`src/rtl/writeback_register_file.sv`:
```
// Purpose : MIPS writeback stage - selects the writeback result, commits it to the register file, counts committed writes.
// Latency : ResultW/RD1/RD2 are combinational; a write is visible in the array one CLK edge after it is presented.
// Backpressure: none - every valid writeback commits in exactly one cycle, no handshake.
//
// Ports:
//   CLK, RST         pipeline clock (rising edge), synchronous active-low reset
//   RegWriteW        writeback enable from MEM/WB
//   MemtoRegW        1: result = ReadDataW, 0: result = ALUOutW
//   ReadDataW        data-memory load data
//   ALUOutW          ALU result
//   WriteRegW        destination register (register 0 is hardwired to zero)
//   A1/A2, RD1/RD2   two asynchronous decode read ports
//   ResultW          selected writeback result, exported to the forwarding muxes
//   WbCount          committed-write counter, wraps at 2^CNT_WIDTH
//
// Build option: define REGFILE_BYPASS_EN for same-cycle write-through on both
// read ports. Without it, reads return the pre-edge array value and the hazard
// unit must stall decode one cycle on a WB->ID dependency.
module writeback_register_file #(
  parameter int DATA_WIDTH = 32,
  parameter int ADDR_WIDTH = 5,
  parameter int CNT_WIDTH  = 16
) (
  input  logic                  CLK,
  input  logic                  RST,
  input  logic                  RegWriteW,
  input  logic                  MemtoRegW,
  input  logic [DATA_WIDTH-1:0] ReadDataW,
  input  logic [DATA_WIDTH-1:0] ALUOutW,
  input  logic [ADDR_WIDTH-1:0] WriteRegW,
  input  logic [ADDR_WIDTH-1:0] A1,
  input  logic [ADDR_WIDTH-1:0] A2,
  output logic [DATA_WIDTH-1:0] RD1,
  output logic [DATA_WIDTH-1:0] RD2,
  output logic [DATA_WIDTH-1:0] ResultW,
  output logic [CNT_WIDTH-1:0]  WbCount
);

  localparam int NUM_REGS = 1 << ADDR_WIDTH;

  logic [DATA_WIDTH-1:0] regs_q [NUM_REGS];
  logic [DATA_WIDTH-1:0] regs_d [NUM_REGS];
  logic [CNT_WIDTH-1:0]  wb_count_q;
  logic [CNT_WIDTH-1:0]  wb_count_d;
  logic                  commit;

  // Result mux is independent of the write enable and reset so forwarding
  // always sees the value in flight.
  assign ResultW = MemtoRegW ? ReadDataW : ALUOutW;

  // A committed write: out of reset, enabled, and not aimed at $zero.
  // Gating on RST here also suppresses the bypass while reset is held.
  assign commit = RST && RegWriteW && (WriteRegW != '0);

  always_comb begin
    regs_d     = regs_q;
    wb_count_d = wb_count_q;
    if (commit) begin
      regs_d[WriteRegW] = ResultW;
      wb_count_d        = wb_count_q + CNT_WIDTH'(1);
    end
  end

  // Reset has priority, so a write presented during reset is discarded.
  always_ff @(posedge CLK) begin
    if (!RST) begin
      for (int i = 0; i < NUM_REGS; i++) begin
        regs_q[i] <= '0;
      end
      wb_count_q <= '0;
    end else begin
      regs_q     <= regs_d;
      wb_count_q <= wb_count_d;
    end
  end

  always_comb begin
    if (A1 == '0) begin
      RD1 = '0;
    end
`ifdef REGFILE_BYPASS_EN
    else if (commit && (WriteRegW == A1)) begin
      RD1 = ResultW;
    end
`endif
    else begin
      RD1 = regs_q[A1];
    end
  end

  always_comb begin
    if (A2 == '0) begin
      RD2 = '0;
    end
`ifdef REGFILE_BYPASS_EN
    else if (commit && (WriteRegW == A2)) begin
      RD2 = ResultW;
    end
`endif
    else begin
      RD2 = regs_q[A2];
    end
  end

  assign WbCount = wb_count_q;

endmodule
```
`config.mk`:
```
export PLATFORM = sky130hd
export DESIGN_NAME = writeback_register_file
export DESIGN_NICKNAME = d
export VERILOG_FILES = /design/src/rtl/writeback_register_file.sv
export SDC_FILE = /design/constraint.sdc
export NUM_CORES = 2
export LEC_CHECK = 0
export ABC_CLOCK_PERIOD_IN_PS = 4400
export CORE_MARGIN = 5
export CORE_UTILIZATION = 35
export CTS_CLUSTER_SIZE = 30
export DETAILED_ROUTE_END_ITERATION = 6
export GPL_ROUTABILITY_DRIVEN = 0
export PLACE_DENSITY = 0.48
export SYNTH_ARGS = -nofsm -noshare
export SYNTH_HDL_FRONTEND = slang
export SYNTH_SLANG_ARGS = --single-unit
```
`constraint.sdc`:
```
create_clock -name CLK -period 4.4 [get_ports CLK]
set_clock_uncertainty 0.1 [all_clocks]
set_input_delay 1.32 -clock CLK [delete_from_list [all_inputs] [get_ports CLK]]
set_output_delay 1.32 -clock CLK [all_outputs]
set_load 0.05 [all_outputs]
```
== Word-level counts from Yosys, hierarchy flattened ==
Index checks and enable logic that the tools add are counted.
Storage, ports and cells
  latch bits: 0
  ROM bits: 0
  memories kept: 0
  output and inout bits: 112
  bits of input ports: 83
  RAM bits: 0
  bits in registers: 1040
Cells by class
  reduce and logical (&&, ||, !) cells: 6
  $add $sub $neg: 1
  multipliers: 0
  magnitude comparators: 4
  divide/modulo/power cells: 0
  shift operators: 0
  eq/ne operators: 0
  muxes and demuxes: 12
  bitwise logic cells: 3
Operator list (number)
  $bwmux 1024: 1
  $bmux 32 s5: 2
  $mux 32: 8
  $demux 32 s5: 1
  $ge 6x6->1 const B: 3
  $not 5->6: 3
  $add 16x1->16 const B: 1
  $logic_not 5->1: 2
  $lt 6x1->1 const B: 1
  $reduce_bool 5->1: 1
  $logic_and 1x1->1: 3

== Logic depth before layout (Yosys ltp) ==
  word-level depth: 6
  mapped depth: 8

== Least setup slack after synthesis ==
No wires, ideal clock.
  path type: input to output
  start: input A1[1]
  end: output RD1[0]
  data arrival time: 3735 ps
  stages on the path: 7
  slack: -755 ps
  buffers on the path: 3
  path through: buf_4 -> buf_4 -> nor2b_1 -> clkbuf_1 -> a221oi_1 -> o21ai_0 -> a311oi_1
On the way
  longest elaborated chain between the ends: 5
  elaborated cells between the ends (all ways): 6
RTL lines
  start: declaration: RTL line 31  | input logic [ADDR_WIDTH-1:0] A1,
  $not 5->6 (not written as such): RTL line 87  | RD1 = regs_q[A1];
  $bmux 32 s5: RTL line 87
  $mux 32 (not written as such) (2 in series): RTL line 87
  $mux 32 (*): RTL line 78  | if (A1 == '0) begin
  end: declaration: RTL line 33  | output logic [DATA_WIDTH-1:0] RD1,
Mark *: on every way between the ends. The rest lies on a longest branch, timed or not. The select of a mux whose other input is x is not followed.

== Worst setup path in the final report ==
  start: input A1[1]
  end: output RD1[22]
Same word-level chain as after synthesis.

==> results_dict.tcl <==
set metrics [dict create \
    dr.max_layer_used "met5" \
    start_util_pct 35.13 \
    io_pins 195 \
    ant_nets 0 \
    fin_hold_ws_ps 381.3 \
    tightest_slew_ps 825.8 \
    status "complete, but fails checks" \
    yosysWarningCount 0 \
    finalCritPeriodShare_pct 104.9 \
    ctsHoldBuffers 0 \
    cts_tree "done" \
    finalPower_mw 23.63 \
    dr_wl_met3_mm 14.43 \
    grt_pass1_wl_mm 319.4 \
    rsz0062_at_grt "true" \
    period_minus_slack_ps 4617 \
    avgSynthCellArea_um2 10.72 \
    final_max_slew_viol_count 0 \
    drv_cap 0 \
    hpwl_mm 138.7 \
    syn_inst 4973 \
    core-area_um2 151700 \
    layout_commonest_cell "dfxtp_1" \
    violations "negative setup slack" \
    finalSetupViolCount 63 \
    synthDistinctLibCells 54 \
    drtIter0Drc 3850 \
    antenna_found_initial 6 \
    dr.pass1.iters 5 \
    fin_setup_tns_ps -7190 \
    fp-row-count 143 \
    synth_edf_count 0 \
    finalHoldViolations 0 \
    worstSetupStartpointType "primary input" \
    drc 0 \
    layout.nets 5498 \
    layout_common_cells "1040 x dfxtp_1, 998 x nor2_1, 782 x a211oi_1, 452 x buf_4, 448 x mux4_2" \
    cp_data_arrival_time_ps 3200 \
    syn_to_final_growth_pct 35.35 \
    async_flop_share_pct 0 \
    criticalPathCategory "primary input to primary output" \
    cp_max_fo 9 \
    port-buffer-count 194 \
    vdd_ir_drop_max_mv 0.3146 \
    end_kind "primary output" \
    layout-drive-gt1-share_pct 40.12 \
    die_area_um2 160200 \
    setup_ws_ps -217.5 \
    synth_flop_cell "dfxtp_1" \
    die_height_um 400.2 \
    dr_wl_met2_mm 99.81 \
    grt_pass1_vias 43120 \
    syn_area_um2 53300 \
    hold_path.class "flip-flop to flip-flop" \
    cp_data_required_time_ps 2980 \
    clk_pin_slew_worst_paths_ps 60 \
    clkLatencyLatePin_ps 740 \
    grtUsageTotal_pct 26.79 \
    viasPerCell 5.926 \
    ys_seq_area_share_pct 39.06 \
    num_vias 44670 \
    root_buffer "clkbuf_16" \
    leakage_nw 23.68 \
    clock_sinks 1040 \
    wirelength_mm 224.2 \
    power_density_nw_per_um2 327.6 \
    synth-seq-cells 1040 \
    fmax_mhz 216.6 \
    cts_made_buffers 120 \
    wl_per_cell_um 29.74 \
    htree_levels 3 \
    grt_max_degree 96 \
    grt_overflow 0 \
    wl_met1_mm 102.1 \
    synth_nets 5057 \
    relSlewSlack_pct 44.94 \
    die_x_um 400.2 \
    clockBufferDepth 3 \
]
[what timing repair did]
item | 4_1_cts | 5_1_grt
endpoints found under the setup margin | 64 | 64
setup buffers | 104 | 59
pin swaps | 115 | 103
gates cloned | 31 | 8
resized for setup | 507 | 194
hold endpoints to repair | 0 | 0
[worst max-delay path, stage by stage]
cell,delay [ps]
buf_16,130
buf_16,190
buf_16,160
mux4_2,540
o2111ai_1,390
a311oi_4,190
buf_12,220
[synth_stat cells (64+ instances only)]
cell	count	area, um^2
a211oi_1	832	6246
a311oi_1	64	560.5
mux2_2	64	720.7
buf_4	66	495.5
a22oi_1	64	480.5
nor2b_1	68	425.4
o21ai_0	113	565.5
clkbuf_1	322	1209
mux2i_1	162	1622
a211oi_2	224	2803
dfxtp_1	1040	20820
nor2_1	1003	3765
mux4_2	448	10090
buf_2	167	835.8
[final cells by class]
cell class / count / area, um^2
antenna: 1 / 2.502
clock buffer: 190 / 3679
clock inverter: 26 / 360.3
fill: 13860 / 79580
inverter: 37 / 153.9
multi-input combinational: 3280 / 32760
sequential: 1040 / 20820
tap: 2030 / 2540
timing repair buffer: 935 / 11830
[per-stage QoR]
stage,instance area [um^2],std cells,setup WS [ps],utilization (%)
after detailed placement,63180,7187,-474.6,41.64
final,72140,7539,-217.5,47.55
after global placement,63180,7187,-480.0,41.64
after global routing,72140,7538,-218.1,47.55
after floorplan,54490,4973,-21.96,-
after CTS,70920,7503,-204.7,46.74
[power by group]
part / switching, mW / internal (mW) / leakage (nW)
registers: 0.0537 / 9.49 / 8.38
logic: 2.16 / 1.56 / 13.3
clock network: 4.27 / 6.10 / 1.99
total: 6.49 / 17.1 / 23.7
[path summary, 6_finish.rpt]
| check | start | end | slack (ps) | cells past startpoint |
|---|---|---|---|---|
| worst min register to register | WbCount[15] | WbCount[15] | 380 | 2 |
| worst min-delay path | WbCount[15] | WbCount[15] | 380 | 2 |
| worst max register to register | WbCount[0] | WbCount[10] | 2580 | 5 |
| worst max-delay path | A1[1] | RD1[22] | -220 | 7 |
[registers in the layout, indices dropped and copies added (netlist names)]
name and count:
regs_q 1024, WbCount 16
[kinds of logic after synthesis]
logic type	count (synthesis)	synth area share (%)
AOI/OAI and AO/OA	1383	21.33
and+or+nand+nor	1218	9.808
DFF	1040	39.06
muxes	674	23.33
buffers and inverters	653	6.385
xor gates and xnor gates	4	0.06572
adders and majority gates	1	0.02347
[metal layers]
metal | vias up | global-route usage, %
met1 | 22760 | 38.79
met5 | - | 1.011
li1 | 19900 | -
met2 | 1665 | 40.91
met3 | 344 | 3.892
met4 | 4 | 9.108
No activity file was read; power rests on OpenSTA's default activity.
